### src/rtl/banzai_pkg.sv
// Shared types and widths for the Bayesian_stoch_log inference sequencer.
package banzai_pkg;

  localparam int unsigned N_CLASS = 4;
  localparam int unsigned OBS_W   = 6;
  localparam int unsigned ITER_W  = 16;
  localparam int unsigned PLEN_W  = 8;
  localparam int unsigned SEED_W  = 8;
  localparam int unsigned ADR_W   = 8;
  localparam int unsigned FIDX_W  = 2;
  localparam int unsigned OCNT_W  = 8;

  typedef enum logic [3:0] {
    IDLE, SEED, CLEAR, SETUP, PRE, PULSE, OFF, OUT, DONE
  } infer_state_t;

  // Registered chip-control bundle driven by the sequencer.
  typedef struct packed {
    logic              busy;
    logic              done;
    logic              csl;
    logic              cwl;
    logic              inference;
    logic              load_seed;
    logic              read_1;
    logic              load_mem;
    logic              read_out;
    logic              stoch_log;
    logic [ADR_W-1:0]  adr_col;
    logic [ADR_W-1:0]  adr_row;
    logic [SEED_W-1:0] seeds;
  } ctl_t;

endpackage

### src/rtl/banzai_class_cnt.sv
// Per-class saturating hit counters, cleared at the start of each run.
module banzai_class_cnt
  import banzai_pkg::*;
#(
  parameter int unsigned CNT_W = 16
) (
  input  logic                     clk,
  input  logic                     rst,
  input  logic                     clr,
  input  logic [N_CLASS-1:0]       inc,
  output logic [N_CLASS*CNT_W-1:0] counts
);

  always_ff @(posedge clk) begin
    if (rst || clr) begin
      counts <= '0;
    end else begin
      for (int c = 0; c < N_CLASS; c++) begin
        if (inc[c] && (counts[c*CNT_W +: CNT_W] != {CNT_W{1'b1}}))
          counts[c*CNT_W +: CNT_W] <= counts[c*CNT_W +: CNT_W] + CNT_W'(1);
      end
    end
  end

endmodule

### src/rtl/banzai_infer_seq.sv
// Inference sequencer: seeds the array, walks features per iteration,
// samples the per-class output bits and accumulates hit counts.
module banzai_infer_seq
  import banzai_pkg::*;
#(
  parameter int unsigned NFEAT   = 4,
  parameter int unsigned CNT_W   = 16,
  parameter int unsigned OUT_LAT = 2
) (
  input  logic                     clk,
  input  logic                     rst,
  input  logic                     start,
  input  logic                     abort,
  input  logic [ITER_W-1:0]        n_iter,
  input  logic [PLEN_W-1:0]        pulse_len,
  input  logic [SEED_W-1:0]        seed,
  input  logic [NFEAT*OBS_W-1:0]   obs,
  output logic                     busy,
  output logic                     done,
  output logic [N_CLASS*CNT_W-1:0] counts,
  output logic                     CBL,
  output logic                     CBLEN,
  output logic                     CSL,
  output logic                     CWL,
  output logic                     inference,
  output logic                     load_seed,
  output logic                     read_1,
  output logic                     read_8,
  output logic                     load_mem,
  output logic                     read_out,
  output logic                     stoch_log,
  output logic [ADR_W-1:0]         adr_full_col,
  output logic [ADR_W-1:0]         adr_full_row,
  output logic [SEED_W-1:0]        seeds,
  input  logic [N_CLASS-1:0]       bit_out
);

  localparam logic [FIDX_W-1:0] F_LAST   = FIDX_W'(NFEAT - 1);
  localparam logic [OCNT_W-1:0] OUT_LAST = OCNT_W'(OUT_LAT);

  infer_state_t       state, nxt;
  logic [FIDX_W-1:0]  f_q, f_d;
  logic [ITER_W-1:0]  iter_q, iter_d;
  logic [ITER_W:0]    iter_nx;
  logic [PLEN_W-1:0]  pcnt_q, pcnt_d, plen_last;
  logic [OCNT_W-1:0]  ocnt_q, ocnt_d;
  logic [ITER_W-1:0]  n_iter_q;
  logic [PLEN_W-1:0]  pulse_len_q;
  logic [NFEAT*OBS_W-1:0] obs_q;
  logic [OBS_W-1:0]   obs_f;
  logic               go;
  logic [N_CLASS-1:0] inc;
  ctl_t               ctl_d, ctl_q;

  assign go        = (state == IDLE) && start && !abort;
  assign plen_last = (pulse_len_q == '0) ? '0 : pulse_len_q - PLEN_W'(1);
  assign iter_nx   = {1'b0, iter_q} + (ITER_W+1)'(1);
  assign inc       = ((state == OUT) && (ocnt_q == OUT_LAST) && !abort) ? bit_out : '0;

  // Next state and loop counters; abort overrides every transition.
  always_comb begin
    nxt    = state;
    f_d    = f_q;
    iter_d = iter_q;
    pcnt_d = pcnt_q;
    ocnt_d = ocnt_q;
    case (state)
      IDLE:  if (start) nxt = SEED;
      SEED:  begin
        iter_d = '0;
        nxt    = (n_iter_q == '0) ? DONE : CLEAR;
      end
      CLEAR: begin
        f_d = '0;
        nxt = SETUP;
      end
      SETUP: nxt = PRE;
      PRE:   begin
        pcnt_d = '0;
        nxt    = PULSE;
      end
      PULSE: begin
        if (pcnt_q == plen_last) nxt = OFF;
        else pcnt_d = pcnt_q + PLEN_W'(1);
      end
      OFF:   begin
        if (f_q != F_LAST) begin
          f_d = f_q + FIDX_W'(1);
          nxt = SETUP;
        end else begin
          ocnt_d = '0;
          nxt    = OUT;
        end
      end
      OUT:   begin
        if (ocnt_q == OUT_LAST) begin
          if (iter_nx < {1'b0, n_iter_q}) begin
            iter_d = iter_nx[ITER_W-1:0];
            nxt    = CLEAR;
          end else begin
            nxt = DONE;
          end
        end else begin
          ocnt_d = ocnt_q + OCNT_W'(1);
        end
      end
      DONE:    nxt = IDLE;
      default: nxt = IDLE;
    endcase
    if (abort) nxt = IDLE;
  end

  // Outputs decoded from the next state so they register in step with it.
  always_comb begin
    ctl_d      = '0;
    obs_f      = OBS_W'(obs_q >> (OBS_W * 32'(f_d)));
    ctl_d.busy = (nxt != IDLE) && (nxt != DONE);
    case (nxt)
      SEED: begin
        // SEED is only entered on the start edge, before seed could be latched.
        ctl_d.load_seed = 1'b1;
        ctl_d.seeds     = seed;
      end
      CLEAR: ctl_d.load_mem = 1'b1;
      SETUP, PRE, PULSE, OFF: begin
        ctl_d.stoch_log = 1'b1;
        ctl_d.read_1    = 1'b1;
        ctl_d.adr_row   = {f_d, obs_f};
        ctl_d.adr_col   = {f_d, OBS_W'(0)};
        ctl_d.csl       = (nxt == PRE);
        ctl_d.cwl       = (nxt == PRE) || (nxt == PULSE);
        ctl_d.inference = (nxt == OFF);
      end
      OUT: begin
        ctl_d.stoch_log = 1'b1;
        ctl_d.read_out  = 1'b1;
      end
      DONE:    ctl_d.done = 1'b1;
      default: ctl_d = ctl_d;
    endcase
  end

  always_ff @(posedge clk) begin
    if (rst) begin
      state       <= IDLE;
      f_q         <= '0;
      iter_q      <= '0;
      pcnt_q      <= '0;
      ocnt_q      <= '0;
      n_iter_q    <= '0;
      pulse_len_q <= '0;
      obs_q       <= '0;
      ctl_q       <= '0;
    end else begin
      state  <= nxt;
      f_q    <= f_d;
      iter_q <= iter_d;
      pcnt_q <= pcnt_d;
      ocnt_q <= ocnt_d;
      ctl_q  <= ctl_d;
      if (go) begin
        n_iter_q    <= n_iter;
        pulse_len_q <= pulse_len;
        obs_q       <= obs;
      end
    end
  end

  banzai_class_cnt #(.CNT_W(CNT_W)) u_cnt (
    .clk    (clk),
    .rst    (rst),
    .clr    (go),
    .inc    (inc),
    .counts (counts)
  );

  assign busy         = ctl_q.busy;
  assign done         = ctl_q.done;
  assign CSL          = ctl_q.csl;
  assign CWL          = ctl_q.cwl;
  assign inference    = ctl_q.inference;
  assign load_seed    = ctl_q.load_seed;
  assign read_1       = ctl_q.read_1;
  assign load_mem     = ctl_q.load_mem;
  assign read_out     = ctl_q.read_out;
  assign stoch_log    = ctl_q.stoch_log;
  assign adr_full_col = ctl_q.adr_col;
  assign adr_full_row = ctl_q.adr_row;
  assign seeds        = ctl_q.seeds;
  assign CBL          = 1'b0;
  assign CBLEN        = 1'b0;
  assign read_8       = 1'b0;

endmodule

### config.mk
export PLATFORM = sky130hd
export DESIGN_NAME = banzai_infer_seq
export DESIGN_NICKNAME = d
export VERILOG_FILES = /design/src/rtl/banzai_pkg.sv /design/src/rtl/banzai_class_cnt.sv /design/src/rtl/banzai_infer_seq.sv
export SDC_FILE = /design/constraint.sdc
export NUM_CORES = 1
export LEC_CHECK = 0
export BUFFER_PORTS_ARGS = -buffer_cell sky130_fd_sc_hd__buf_2
export CORE_ASPECT_RATIO = 1.75
export CORE_MARGIN = 2
export CORE_UTILIZATION = 55
export CTS_CLUSTER_SIZE = 25
export DETAILED_ROUTE_END_ITERATION = 8
export PLACE_DENSITY = 0.79
export REMOVE_ABC_BUFFERS = 1
export SYNTH_ARGS = -nofsm -noshare
export SYNTH_HDL_FRONTEND = slang
export SYNTH_HIERARCHICAL = 1
export SYNTH_SLANG_ARGS = --single-unit
### constraint.sdc
create_clock -name clk -period 5.3 [get_ports clk]
set_clock_uncertainty 0.1 [all_clocks]
set_input_delay 0 -clock clk [delete_from_list [all_inputs] [get_ports clk]]
set_output_delay 0 -clock clk [all_outputs]
set_load 0.02 [all_outputs]
Yosys cells after proc, flatten, opt, wreduce, memory -nomap -nowiden
Index checks and enable logic that the tools add are counted.
W data, S select, Z words.

storage, ports and cells
  register bits after elaboration = 184
  bits of input ports = 64
  output and inout bits = 101
  logic and storage cells = 120

operators by class
  add/subtract/negate cells = 9
  multipliers = 1
  order comparisons = 1
  equal/unequal tests = 28
  shift-type cells = 1
  muxes and demuxes = 26
  bitwise gates (word level) = 2
  reduce and logical (&&, ||, !) cells = 26

operators with widths
  operator                 number
  $add A16 B1 Y16 const B  4
  $ne A16 B16 Y1 const B   4
  $eq A4 B3 Y1 const B     8
  $mux W16                 2
  $mux W8                  4
  $pmux W16 S2             1
  $pmux W4 S8              1
  $pmux W8 S2              2
  $mux W4                  7
  $shr A24 B5 Y6           1
  $add A16 B1 Y17 const B  1
  $lt A17 B16 Y1           1
  $add A8 B1 Y8 const B    2
  $eq A4 B2 Y1 const B     4
  $logic_not A16 Y1        1
  $logic_and A1 B1 Y1      9
  $eq A4 B1 Y1 const B     2
  $eq A8 B2 Y1 const B     1
  $eq A8 B8 Y1             1
  $logic_not A8 Y1         1
  $ne A2 B2 Y1 const B     4
  $sub A8 B1 Y8 const B    1
  $mux W1                  6
  $reduce_and A3 Y1        2
  other kinds (18)         24

Depth between registers and ports, before layout
  depth in word-level cells = 10
  mapped depth = 15
  gate-level depth less buffers = 14

Hierarchy
Netlist, hierarchy kept.

by module, submodules not included
  module            instances  cells each  area each (um^2)  sequential area each (um^2)
  banzai_infer_seq  1          686         5660.4            2242.2
  banzai_class_cnt  1          384         3230.6            1281.2

Worst setup path after synthesis
No wires, ideal clock.

  path type = register -> register
  start = register iter_q[0]
  end = register ctl_q, in the netlist adr_full_row[0]
  library setup time = 0.115 ns
  data arrival time = 3.610 ns
  data required time = 5.085 ns
  slack = 1.475 ns
  stages on the path, launching flop included = 16
  buffers on the path = 1
  period minus slack after synthesis = 3.825 ns
  path through = dfxtp_1 -> ha_1 -> and4_1 -> and4_1 -> clkbuf_1 -> nand3_1 -> nor2_1 -> xor2_1 -> ha_1 -> a21o_1 -> a221o_1 -> nor3_2 -> nand2_1 -> a211o_4 -> mux2i_4 -> and2_1

between the ends
  longest elaborated chain between the ends = 10
  elaborated cells between the ends (all ways) = 13
  those cells by class = add/sub (1); order compare (1); eq/ne (4); mux (4); bitwise (1); reduce/logical (2)

ends and longest elaborated chain
  what                                          RTL line                 RTL
  start, declared                               banzai_infer_seq.sv:43   logic [ITER_W-1:0] iter_q, iter_d;
  start signal, assigned                        banzai_infer_seq.sv:157  iter_q <= iter_d;
  $add A16 B1 Y17 (*)                           banzai_infer_seq.sv:57   assign iter_nx = {1'b0, iter_q} + (ITER_W+1)'(1);
  $lt A17 B16 Y1 (*)                            banzai_infer_seq.sv:97   if (iter_nx < {1'b0, n_iter_q}) begin
  $mux W4 (*)                                   banzai_infer_seq.sv:97
  $mux W4 (*)                                   banzai_infer_seq.sv:96   if (ocnt_q == OUT_LAST) begin
  $pmux W4 S8 (*)                               banzai_infer_seq.sv:67   case (state)
  $mux W4 (*)                                   banzai_infer_seq.sv:110  if (abort) nxt = IDLE;
  $eq A4 B3 Y1 or $eq A4 B2 Y1 (tied branches)  banzai_infer_seq.sv:118  case (nxt)
  $reduce_or A4 Y1 (*)                          banzai_infer_seq.sv:118
  $not A1 Y1 (no line) (*)                      --
  $reduce_or A2 Y1 (no line) (*)                --
  end signal, assigned                          banzai_infer_seq.sv:160  ctl_q <= ctl_d;
  end, declared                                 banzai_infer_seq.sv:53   ctl_t ctl_d, ctl_q;

Mark *: on every way between the ends. The rest lies on a longest branch, timed or not.
A chain may end at the register's enable or synchronous reset.

Worst setup path after layout
  start = register iter_q[0]
  end = register iter_q[2]

between the ends
  longest elaborated chain between the ends = 4
  elaborated cells between the ends (all ways) = 7
  those cells by class = add/sub (1); order compare (1); eq/ne (1); mux (3); reduce/logical (1)

ends and longest elaborated chain
  what                                                         RTL line
  $add A16 B1 Y17 (*)                                          banzai_infer_seq.sv:57
  $lt A17 B16 Y1 or $mux W16 (tied branches)                   banzai_infer_seq.sv:97
  $ne A2 B1 Y1 (no line) or $mux W16 (tied branches)           --
  $reduce_and A3 Y1 (no line) or $pmux W16 S2 (tied branches)  --

Mark *: on every way between the ends. The rest lies on a longest branch, timed or not. The select of a mux whose other input is x is not followed.

==> summary.md <==
| Metric | Value |
|---|---|
| Commonest non-fill, non-tap cell in the layout | `dfxtp_1` |
| Number of routed nets with antenna violations | `0` |
| Endpoint arrival time on the critical path | `between 4000 and 5000 ps` |
| Die footprint | `between 0.015 and 0.02 mm^2` |
| Leading register cell type out of synthesis | `dfxtp_1` |
| Synth warnings | `6` |
| Sequential cell area fraction in the yosys report | `39.63%` |
| Initial drt markers | `400` |
| Portion of netlist area occupied by mux cells | `under 10%` |
| Netlist area before placement | `a little under 0.009 mm^2` |
| Area growth from synthesis to layout | `23.28%` |
| Slack of the critical path | `830.2 ps` |
| Detailed Place HPWL | `roughly 16 mm` |
| Final hold viol count | `0` |
| Worst-Margin Slew | `1088 ps` |
| Number of vias per cell | `around 5.8` |
| Final total power | `a little under 3 mW` |
| Vias in the first global route | `a little over 8,000` |
| Die boundary height | `roughly 170 um` |
| Width of the chip | `100.1 um` |
| Final Net Count | `between 1,000 and 1,500` |
| Ratio of total power to cell area | `approximately 260 mW/mm^2` |
| Xor and xnor fraction of the mapped netlist area | `approximately 3.3%` |
| GRT Resource Usage Total | `26.61%` |
| Effective utilization at floorplan | `between 50% and 60%` |
| Class of the most critical hold timing path | `in -> reg` |
| Max-slew headroom at the worst pin | `27.34%` |
| Clock sink total | `~180` |
| Number of antenna violations at the first check in global routing | `0` |
| I/O pin count | `about 170` |
| Kind of capture point of the worst setup path | `register` |
| Std cell rows | `between 60 and 70` |
| Total clock buffers created by CTS | `17` |
| Share of synthesized registers carrying an async set or reset | `0%` |
| Antenna diode count | `0` |
| RSZ-0062 raised after global routing | `no` |
| Number of detailed-route iterations in the first pass | `5` |
| Final weighted congestion of routability-driven global placement | `0.9187` |
| Maximum net fanout on the critical path | `16` |
| Core region area | `about 0.016 mm^2` |
| Fill cell count | `around 1,300` |
| Total detailed-routing wirelength | `about 23 mm` |
| Result of the run | `finished clean` |
| Layout Utilization | `approximately 69%` |
| Fraction of the cycle the final worst path needs | `~84%` |
| Static power due to leakage | `~4.4 nW` |
| Post-CTS Repair Setup Buffers | `0` |
| Count of pins over their slew limit | `0` |
| DRC violation count after routing | `0` |
| Via count | `between 8,000 and 9,000` |
| Clock slew seen by the registers of the worst setup and hold paths | `roughly 70 ps` |
| Clock tree from TritonCTS | `done` |
| Wire length per cell | `15.74 um` |
| Wire length of the first global-routing pass | `about 37 mm` |
| Fraction of the mapped netlist area in simple logic gates | `between 20% and 30%` |
| Largest family of logic cells by synthesized area | `simple AND/OR/NAND/NOR gates` |
| Share of cells above drive strength 1 | `between 15 and 20%` |
| Setup violations, final | `0` |
| Max rail drop VDD | `roughly 0.2 mV` |
| IO Port Bufs | `roughly 160` |
| Clk Latency, worst-skew pair | `~430 ps` |
| Required time of the worst setup path | `between 5000 and 6000 ps` |
| F_max | `223.7 MHz` |
| Number of standard cells after synthesis | `about 1,100` |
| Number of synthesized register bits | `between 150 and 200` |
| Top library cells by usage in the layout, fill and taps aside | `176 x dfxtp_1, 165 x nand2_1, 155 x buf_2, 120 x a21oi_1, 69 x dlygate4sd3_1` |
| Type of element launching the critical path | `register` |
| Setup TNS Final | `0 ps` |
| Clock root buffer master | `clkbuf_16` |
| Adder-cell area share of the yosys netlist | `3.518%` |
| Worst setup path category | `reg -> reg` |
| Total gr overflow | `0` |
| Minimum clock period after layout | `between 4000 and 5000 ps` |
| CTS HTree Levels | `4` |
| Maximum number of pins on one net before global-route repair | `between 60 and 70` |
| Number of max-capacitance violations reported | `0` |
| Maximum clock path buffer count | `2` |
| Area fraction in compound gates after synthesis | `around 18%` |
| Hold slack | `38.94 ps` |
| Count of cell types in the netlist | `79` |
| Number of enable flip-flop cells after synthesis | `0` |
| Average cell area after synthesis | `around 8.3 um^2` |
| Minimum setup slack after placement | `about 930 ps` |
layout make-up:
class	instances	area [um^2]	area share, %
multi-input cells	815	4989	45.51
flip-flops and latches	176	3523	32.15
repair buffers	230	1511	13.79
clock buffers	17	425.4	3.881
well taps	189	236.5	2.158
clock inverters	14	166.4	1.518
inverters	29	108.9	0.9931
final timing paths:
path | slack [ps] | cells after the start | startpoint | to
setup reg to reg | 830 | 11 | iter_q[0] | iter_q[2]
hold / removal | 40 | 4 | bit_out[1] | u_cnt/counts[18]
hold reg to reg | 350 | 2 | obs_q[1] | obs_q[1]
setup / recovery | 830 | 11 | iter_q[0] | iter_q[2]
flip-flops by register name, summed over array words and instances, names as in the netlist, 2 cells and up:
signal	count
u_cnt/counts	64
ocnt_q	8
adr_full_col	2
state	4
pcnt_q	8
n_iter_q	16
iter_q	16
f_q	2
seeds	8
pulse_len_q	8
obs_q	24
adr_full_row	6
report_power, final:
group / internal [mW] / switching (mW) / leakage (nW) / total (mW)
logic: 0.117 / 0.146 / 2.64 / 0.263
registers: 1.34 / 0.0183 / 1.42 / 1.36
clock network: 0.676 / 0.590 / 0.293 / 1.27
cell usage after synthesis (7+ instances only):
| master | count | area share [%] |
|---|---|---|
| xnor2_1 | 20 | 2.0 |
| or2_2 | 9 | 0.63 |
| and4_1 | 9 | 0.89 |
| a21oi_1 | 120 | 6.8 |
| nor4_1 | 20 | 1.4 |
| clkbuf_1 | 32 | 1.4 |
| nor3_1 | 19 | 1.1 |
| o21ai_0 | 38 | 2.1 |
| or4_1 | 16 | 1.4 |
| ha_1 | 25 | 3.5 |
| inv_1 | 29 | 1.2 |
| o31ai_1 | 15 | 1.3 |
| nor2_1 | 68 | 2.9 |
| buf_2 | 7 | 0.39 |
| and2_1 | 23 | 1.6 |
| buf_4 | 11 | 0.93 |
| mux2i_1 | 10 | 1.1 |
| a211oi_1 | 10 | 0.84 |
| nand4_1 | 27 | 1.9 |
| nand2_1 | 165 | 7.0 |
| a31oi_1 | 8 | 0.56 |
| nand2b_1 | 10 | 0.70 |
| or3_1 | 25 | 1.8 |
| and3_1 | 16 | 1.1 |
| xor2_1 | 14 | 1.4 |
| dfxtp_1 | 176 | 40 |
| o21a_1 | 7 | 0.59 |
| nand3_1 | 39 | 2.2 |
routing by layer:
metal	GRT usage, %	up-vias	part of all wire [%]
li1	-	4256	-
met1	27.73	4053	39
met2	51.59	213	55
met3	3.961	58	3.3
met4	11.85	0	3.1
met5	0	-	0
kinds of logic (layout without fill, tap and decap cells):
logic type / after synthesis / in the layout
xor+xnor: 34 / 34
fa+ha+maj: 25 / 25
flops: 176 / 176
other cells: 1 / 9
mux: 17 / 17
buf+inv: 87 / 290
compound gates: 252 / 252
simple gates: 478 / 478
stage by stage:
step | cell area (um^2) | std cells
floorplan | 8618 | 1020
global placement | 9678 | 1370
detailed placement | 9678 | 1370
CTS | 10960 | 1470
global route | 10960 | 1470
finish | 10960 | 1470
timing repair:
item	CTS	global route
resized for setup	0	0
endpoints found under the hold margin	73	0
hold buffers	69	0
critical path, stage by stage (launching register included):
cell	delay [ps]
dfxtp_1	430
ha_1	280
and4_1	270
and4_1	370
xor2_1	190
ha_1	280
a21oi_1	170
o21ai_0	110
o31ai_1	730
a21boi_1	540
or4b_2	750
a21oi_1	170
No activity file was read; power rests on OpenSTA's default activity.
